### src/rtl/bcd_add_seq.sv
// Sequential packed-BCD adder/subtractor, DPC digits per clock.
// Ports:
//   clk, rst            - rising-edge clock, synchronous active-high reset
//   in_valid/in_ready   - operand handshake (in_ready only while idle)
//   a, b                - packed BCD operands, digit 0 in [3:0]
//   cin                 - decimal carry-in, add mode only
//   sub                 - 0: a+b+cin, 1: a-b (nine's complement of b, carry-in 1)
//   out_valid/out_ready - result handshake
//   sum, cout, err      - result digits, final carry (no-borrow in sub), bad-nibble flag
module bcd_add_seq #(
    parameter int unsigned DIGITS = 100,
    parameter int unsigned DPC    = 4
) (
    input  logic                  clk,
    input  logic                  rst,
    input  logic                  in_valid,
    output logic                  in_ready,
    input  logic [4*DIGITS-1:0]   a,
    input  logic [4*DIGITS-1:0]   b,
    input  logic                  cin,
    input  logic                  sub,
    output logic                  out_valid,
    input  logic                  out_ready,
    output logic [4*DIGITS-1:0]   sum,
    output logic                  cout,
    output logic                  err
);

    localparam int unsigned DATA_W   = 4 * DIGITS;
    localparam int unsigned CHUNK_W  = 4 * DPC;
    localparam int unsigned N_CHUNKS = DIGITS / DPC;
    localparam int unsigned CNT_W    = (N_CHUNKS > 1) ? $clog2(N_CHUNKS) : 1;

    // Reject configurations where the operand does not split into whole chunks.
    generate
        if ((DIGITS % DPC) != 0) begin : g_bad_cfg
            $error("bcd_add_seq: DIGITS must be a multiple of DPC");
        end
    endgenerate

    typedef enum logic [1:0] {
        S_IDLE = 2'd0,
        S_RUN  = 2'd1,
        S_DONE = 2'd2
    } state_t;

    state_t              r_state;
    state_t              w_state_nxt;
    logic                w_accept;
    logic                w_last;

    logic [CNT_W-1:0]    r_cnt;
    logic                r_carry;
    logic                r_sub;
    logic [DATA_W-1:0]   r_a;
    logic [DATA_W-1:0]   r_b;
    logic [DATA_W-1:0]   r_sum;
    logic                r_cout;
    logic                r_err;
    logic                r_in_ready;
    logic                r_out_valid;

    logic [CHUNK_W-1:0]  w_a_chunk;
    logic [CHUNK_W-1:0]  w_b_chunk;
    logic [CHUNK_W-1:0]  w_chunk_sum;
    logic                w_chunk_cout;
    logic                w_chunk_err;

    assign in_ready  = r_in_ready;
    assign out_valid = r_out_valid;
    assign sum       = r_sum;
    assign cout      = r_cout;
    assign err       = r_err;

    assign w_last = (r_cnt == CNT_W'(N_CHUNKS - 1));

    // Next-state logic and handshake decode.
    always_comb begin
        w_state_nxt = r_state;
        w_accept    = 1'b0;
        unique case (r_state)
            S_IDLE: begin
                if (in_valid) begin
                    w_accept    = 1'b1;
                    w_state_nxt = S_RUN;
                end
            end
            S_RUN: begin
                if (w_last) begin
                    w_state_nxt = S_DONE;
                end
            end
            S_DONE: begin
                if (out_ready) begin
                    w_state_nxt = S_IDLE;
                end
            end
            default: w_state_nxt = S_IDLE;
        endcase
    end

    // Select the operand chunk addressed by the chunk counter.
    always_comb begin
        w_a_chunk = '0;
        w_b_chunk = '0;
        for (int k = 0; k < int'(N_CHUNKS); k++) begin
            if (r_cnt == CNT_W'(k)) begin
                w_a_chunk = r_a[k*CHUNK_W +: CHUNK_W];
                w_b_chunk = r_b[k*CHUNK_W +: CHUNK_W];
            end
        end
    end

    // Ripple DPC decimal digit adders; invalid nibbles flag err but still add.
    always_comb begin
        logic       c;
        logic [3:0] da;
        logic [3:0] db_raw;
        logic [3:0] db;
        logic [4:0] s;
        c           = r_carry;
        w_chunk_sum = '0;
        w_chunk_err = 1'b0;
        for (int i = 0; i < int'(DPC); i++) begin
            da     = w_a_chunk[4*i +: 4];
            db_raw = w_b_chunk[4*i +: 4];
            if ((da > 4'd9) || (db_raw > 4'd9)) begin
                w_chunk_err = 1'b1;
            end
            // 4-bit wrap gives the (9-d) mod 16 complement for invalid digits too.
            db = r_sub ? (4'd9 - db_raw) : db_raw;
            s  = 5'(da) + 5'(db) + 5'(c);
            if (s >= 5'd10) begin
                w_chunk_sum[4*i +: 4] = 4'(s - 5'd10);
                c                     = 1'b1;
            end else begin
                w_chunk_sum[4*i +: 4] = s[3:0];
                c                     = 1'b0;
            end
        end
        w_chunk_cout = c;
    end

    // State register, handshake flags and datapath.
    always_ff @(posedge clk) begin
        if (rst) begin
            r_state     <= S_IDLE;
            r_cnt       <= '0;
            r_carry     <= 1'b0;
            r_sub       <= 1'b0;
            r_a         <= '0;
            r_b         <= '0;
            r_sum       <= '0;
            r_cout      <= 1'b0;
            r_err       <= 1'b0;
            r_in_ready  <= 1'b1;
            r_out_valid <= 1'b0;
        end else begin
            r_state     <= w_state_nxt;
            r_in_ready  <= (w_state_nxt == S_IDLE);
            r_out_valid <= (w_state_nxt == S_DONE);
            if (w_accept) begin
                r_a     <= a;
                r_b     <= b;
                r_sub   <= sub;
                r_carry <= sub | cin;
                r_err   <= 1'b0;
                r_cnt   <= '0;
            end else if (r_state == S_RUN) begin
                r_carry <= w_chunk_cout;
                r_err   <= r_err | w_chunk_err;
                for (int k = 0; k < int'(N_CHUNKS); k++) begin
                    if (r_cnt == CNT_W'(k)) begin
                        r_sum[k*CHUNK_W +: CHUNK_W] <= w_chunk_sum;
                    end
                end
                if (w_last) begin
                    r_cnt  <= '0;
                    r_cout <= w_chunk_cout;
                end else begin
                    r_cnt <= r_cnt + CNT_W'(1);
                end
            end
        end
    end

endmodule

### config.mk
export PLATFORM = sky130hd
export DESIGN_NAME = bcd_add_seq
export DESIGN_NICKNAME = d
export VERILOG_FILES = /design/src/rtl/bcd_add_seq.sv
export SDC_FILE = /design/constraint.sdc
export NUM_CORES = 2
export LEC_CHECK = 0
export BUFFER_PORTS_ARGS = -buffer_cell sky130_fd_sc_hd__buf_2
export CORE_AREA = 5 5 473 475
export CTS_BUF_LIST = sky130_fd_sc_hd__clkbuf_4 sky130_fd_sc_hd__clkbuf_8
export DETAILED_ROUTE_END_ITERATION = 10
export DIE_AREA = 0 0 478 480
export PLACE_DENSITY_LB_ADDON = 0.2
export SYNTH_ARGS = -nofsm -noshare
export SYNTH_HDL_FRONTEND = slang
export SYNTH_SLANG_ARGS = --single-unit
### constraint.sdc
create_clock -name clk -period 13.43 [get_ports clk]
set_clock_uncertainty 0.05 [all_clocks]
set_input_delay 2.686 -clock clk [delete_from_list [all_inputs] [get_ports clk]]
set_output_delay 2.686 -clock clk [all_outputs]
set_load 0.02 [all_outputs]
# --- Yosys cells after proc, flatten, opt, wreduce, memory -nomap -nowiden ---
# Cells that the tools add are included.
word_totals:
  ff_bits: 1213
  input_bits: 806
  output_inout_bits: 404
  word_cells: 203
classes:
  n_addsub: 17
  magnitude_cmp: 12
  eq_ne: 27
  n_mux: 75
  n_bitwise: 3
  reduce_logical: 34
op_table:
  columns: ["operator", "count"]
  rows:
  - ["$mux W16", 50]
  - ["$reduce_and A3 Y1", 25]
  - ["$eq A5 B5 Y1 const B", 9]
  - ["$eq A5 B4 Y1 const B", 8]
  - ["$gt A4 B4 Y1 const B", 8]
  - ["$mux W4", 8]
  - ["$add A4 B4 Y5", 4]
  - ["$add A5 B1 Y5", 4]
  - ["$eq A5 B3 Y1 const B", 4]
  - ["$ge A5 B4 Y1 const B", 4]
  - ["$sub A4 B4 Y4 const A", 4]
  - ["$sub A4 B4 Y4 const B", 4]
  - ["$mux W1", 12]
  - ["$eq A5 B2 Y1 const B", 2]
  - ["$mux W2", 3]
  - ["$pmux W2 S3", 1]
  - ["$add A5 B1 Y5 const B", 1]
  - ["$eq A5 B1 Y1 const B", 1]
  - ["$logic_not A5 Y1", 1]
  - ["$mux W5", 1]
  - ["$eq A2 B2 Y1 const B", 2]
  - ["$logic_not A2 Y1", 2]
  - ["$logic_or A1 B1 Y1", 4]
  - ["$eq A2 B1 Y1 const B", 1]
  - ["4 further kinds", 5]

# --- Depth between registers and ports, before layout ---
logic_depth:
  word_depth: 43
  depth_mapped: 50
  mapped_depth_nobuf: 43

# --- Least setup slack after synthesis ---
# OpenSTA, ideal clock, no wires.
synth_path:
  path_kind: "reg2reg"
  from: "register r_cnt[0]"
  to: "register r_sum[110], in the netlist sum[110]"
  setup_ns: 0.086
  arrival_time_ns: 10.879
  t_required_ns: 13.294
  path_slack_ns: 2.416
  path_stages_with_launch: 51
  n_path_buf: 9
  period_less_slack_ns: 11.014
  path_cell_list: "dfxtp_1 -> ha_1 -> buf_2 -> buf_2 -> buf_2 -> clkbuf_1 -> and3_1 -> ha_1 -> clkbuf_1 -> clkbuf_1 -> clkbuf_1 -> buf_1 -> a21oi_1 -> nor2_1 -> a2111oi_0 -> a21oi_1 -> mux2i_1 -> nand2_1 -> (+15 left out) -> fa_1 -> inv_1 -> fa_1 -> xor2_1 -> ha_1 -> nand2_1 -> a21boi_0 -> inv_1 -> fa_1 -> inv_1 -> fa_1 -> xor2_1 -> ha_1 -> nand2_1 -> a21boi_0 -> mux2_2 -> clkbuf_1 -> a211oi_1"
synth_via:
  elab_chain_cells: 41
  elab_cells_between_ends: 101
  classes_between: "add/sub: 13; order compare: 4; eq/ne: 24; mux: 58; reduce/logical: 2"
synth_rtl:
  columns: ["item", "line", "text"]
  rows:
  - ["start, declared", "52", "logic [CNT_W-1:0] r_cnt;"]
  - ["start signal, assigned", "181", "r_cnt <= r_cnt + CNT_W'(1);"]
  - ["$logic_not A5 Y1", "107", "if (r_cnt == CNT_W'(k)) begin"]
  - ["$mux W16 (25 in series)", "107", null]
  - ["$sub A4 B4 Y4", "131", "db = r_sub ? (4'd9 - db_raw) : db_raw;"]
  - ["$mux W4", "131", null]
  - ["$add A4 B4 Y5", "132", "s = 5'(da) + 5'(db) + 5'(c);"]
  - ["$add A5 B1 Y5", "132", null]
  - ["$ge A5 B4 Y1", "133", "if (s >= 5'd10) begin"]
  - ["$mux W1", "133", null]
  - ["$add A5 B1 Y5", "132", null]
  - ["$ge A5 B4 Y1", "133", null]
  - ["$mux W1", "133", null]
  - ["$add A5 B1 Y5", "132", null]
  - ["$ge A5 B4 Y1", "133", null]
  - ["$mux W1", "133", null]
  - ["$add A5 B1 Y5", "132", null]
  - ["$sub A4 B4 Y4 / $ge A5 B4 Y1 (equally long branches)", "134, 133", null]
  - ["$mux W4", "133", null]
  - ["end signal, assigned by index", "174", "r_sum[k*CHUNK_W +: CHUNK_W] <= w_chunk_sum;"]
  - ["end, declared", "57", "logic [DATA_W-1:0] r_sum;"]
# Parallel ways exist; a longest one is shown, timed or not.
# A chain may end at the register's enable or synchronous reset.

# --- Worst setup path in the final report ---
layout_path:
  from: "register r_cnt[4]"
  to: "register r_sum[94], in the netlist sum[94]"
# The elaborated chain is that of the path after synthesis.

==> out/qor.txt <==
Outcome: completed
Critical Path Fanout Max: 57
CTS Buf Count: 221
Highest-delay cell along the critical path: dfxtp_4
Fill count: 24,100
Net Switching: 2.97 mW
Vias per std cell: 5.19
Ys flop type: dfxtp_1
Crit. Startpoint: r_cnt[4]$_SDFFE_PP0P_
DIE AREA: 229,000 um^2
Vias in the first global route: 52,700
Leakage: 26.0 nW
DRC: 0
Simple-Gate Fraction of Synth Area: 22.1%
Sequential share of power: 43.0%
First-pass GRT wire length: 457 mm
TNS Setup: 0 ns
GRT overflow: 0
Layout cells sized above 1: 23.8%
Synth cell types: 99
Final hold vios: 0
Max Clk Rate: 78.8 MHz
Core Footprint: 219,000 um^2
Worst VDD drop: 0.000100 V
Synth warn: 0
Final core occ: 29.7%
Main combinational cell family by area after synthesis: compound AO/OA/AOI/OAI gates
Internal cell power: 6.31 mW
Seq cells post-synth: 1,213
Initial antenna violation count: 166
Hold Crit Start: sum[300]$_SDFFE_PP0P_
Worst endpoint required time: 14.15 ns
RePlAce Congestion: 0.955
WL final: 343 mm
Register area: 24,300 um^2
Clock transition at path regs: 0.07 ns
Largest net degree at the start of global routing: 209
Row Count: 172
Post-DP HPWL: 270 mm
CTS max path bufs: 3
H-tree Lvls: 4
Routed Antenna Nets: 0
Final Net Count: 8,484
Die X: 478 um
Number of synthesized flops with an enable pin: 0
Clk sinks: 1,213
Critical Path AT: 13.41 ns
Switching share of power: 32.0%
Nature of the critical path endpoint: register
Post-Synth Adder-Cell Area: 0.926%
Compound-Gate Fraction of Synth Area: 24.0%
Multi-input gate area: 24,700 um^2
Netlist Area Pre-Place: 51,100 um^2
Worst-Margin Slew: 1.29 ns
Number of setup violations in the final report: 0
Routed vias: 55,700
Minimum clock period: 12.69 ns
Worst Setup Path Type: reg -> reg
Detailed router's first-iteration violation count: 6,448
Commonest cells after routing, fill and taps aside: nand2_1 (2,029), dfxtp_1 (1,210), buf_2 (1,208)
Routed wire length per instance: 32.0 um
Multiplexer share of the synthesized area: 0.203%
Post-synthesis sequential area ratio: 47.6%
Tot Pwr: 9.27 mW
Post-CTS Setup Bufs: 0
Startpoint types: register
Setup Slack @ Placement: 1.09 ns
Async SR Flop Fraction: 0%
Slew margin rel.: 14.0%
Avg Inst Size Synth: 7.67 um^2
Area Overhead vs Synth: 27.2%
CP peak stage delay: 0.82 ns
CTS tree: done
P per Cell Area: 143 nW/um^2
Combinational fraction of design power: 14.6%
Worst setup margin: 0.741 ns
Die height: 480 um
Boundary Pins: 1,210
Fin. max-slew vios: 0
Syn Nets: 7,498
RSZ-0062 raised after global routing: false
Total global-route track usage: 28.4%
Xor/xnor share of the synthesized area: 0.274%
CTS Hold Buffers Added: 0
Worst-Skew Late Latency: 1.03 ns
Starting Density: 23.3%
Max-cap violation count: 0
R2r setup slk: 0.74 ns
Reg2reg start: r_cnt[4]$_SDFFE_PP0P_
Cts repair resizes: 0
DRT Pass-1 Iters: 7
Port buffer count: 1,209
Worst hold margin: 0.401 ns
Commonest non-fill, non-tap cell in the layout: nand2_1
Final period util: 94.5%
Root buffer cell: clkbuf_8
Cells after synthesis: 6,659
Clock share of power: 42.4%
Class of the worst hold path: reg -> reg
final timing paths:
kind / endpoint / cells after the start
max: sum[94]$_SDFFE_PP0P_ / 43
min: sum[300]$_SDFFE_PP0P_ / 2
max reg2reg: sum[94]$_SDFFE_PP0P_ / 43
min reg2reg: sum[300]$_SDFFE_PP0P_ / 2
cell usage after synthesis, types with 33 or more instances:
| cell type | count | share of area (%) |
|---|---|---|
| nand2_1 | 2030 | 15 |
| dfxtp_1 | 1213 | 48 |
| a21oi_1 | 1111 | 11 |
| clkbuf_1 | 489 | 3.6 |
| nor2_1 | 448 | 3.3 |
| a211oi_1 | 282 | 4.1 |
| o21ai_0 | 144 | 1.4 |
| o22ai_1 | 73 | 0.89 |
| buf_2 | 65 | 0.64 |
| a221oi_1 | 54 | 0.93 |
| nor3_1 | 46 | 0.45 |
| nand2b_1 | 34 | 0.42 |
| a22oi_1 | 33 | 0.49 |
critical path, delay by kind of cell, from the launching register on:
| family | cells | cell delay [ns] |
|---|---|---|
| AO/OA/AOI/OAI | 10 | 3.23 |
| XOR/XNOR | 4 | 1.13 |
| adder cells (fa/ha/maj) | 12 | 3.76 |
| buffers and inverters | 8 | 1.19 |
| flip-flops | 1 | 0.82 |
| multiplexers | 2 | 1.02 |
| AND/OR/NAND/NOR | 7 | 1.17 |
state kept, by name (all words and copies together) (netlist names):
register / flops
cout: 1
err: 1
in_ready: 1
out_valid: 1
r_a: 400
r_b: 400
r_carry: 1
r_cnt: 5
r_state: 2
r_sub: 1
sum: 400
power groups by stage:
stage,combinational [mW],sequential [mW],clock (mW)
after floorplan,0.646,3.91,0
after global placement,1.34,4.06,0
after detailed placement,1.35,4.05,0
after CTS,1.36,3.98,4.03
after global routing,1.44,3.98,4.19
final,1.35,3.99,3.93
per-stage QoR:
step / instances / cell area, um^2
3_5_place_dp: 10300 / 59900
4_1_cts: 10700 / 64800
5_1_grt: 10700 / 64900
6_report: 10700 / 64900
2_1_floorplan: 6659 / 51100
3_3_place_gp: 10300 / 59900
layout make-up:
| class | count | area share [%] |
|---|---|---|
| Tap cell | 2871 | 5.53 |
| Sequential cell | 1213 | 37.4 |
| Clock inverter | 45 | 0.890 |
| Inverter | 34 | 0.197 |
| Timing Repair Buffer | 1351 | 11.2 |
| Multi-Input combinational cell | 4824 | 38.0 |
| Clock buffer | 349 | 6.63 |
| Antenna cell | 44 | 0.170 |
layer usage:
metal	wire length [um]	global-route usage, %
met2	157000	46.1
met5	313	0
met3	24900	5.79
met1	147000	37.3
met4	14000	10.2
logic make-up (layout without fill, tap and decap cells):
logic type,count (synthesis),count (layout)
simple gates,2752,2752
compound gates,2013,2013
flops,1213,1213
buf+inv,622,1779
fa+ha+maj,33,33
xor+xnor,16,16
mux,10,10
other cells,0,44
Note: power is estimated with default switching activity, not from simulation.
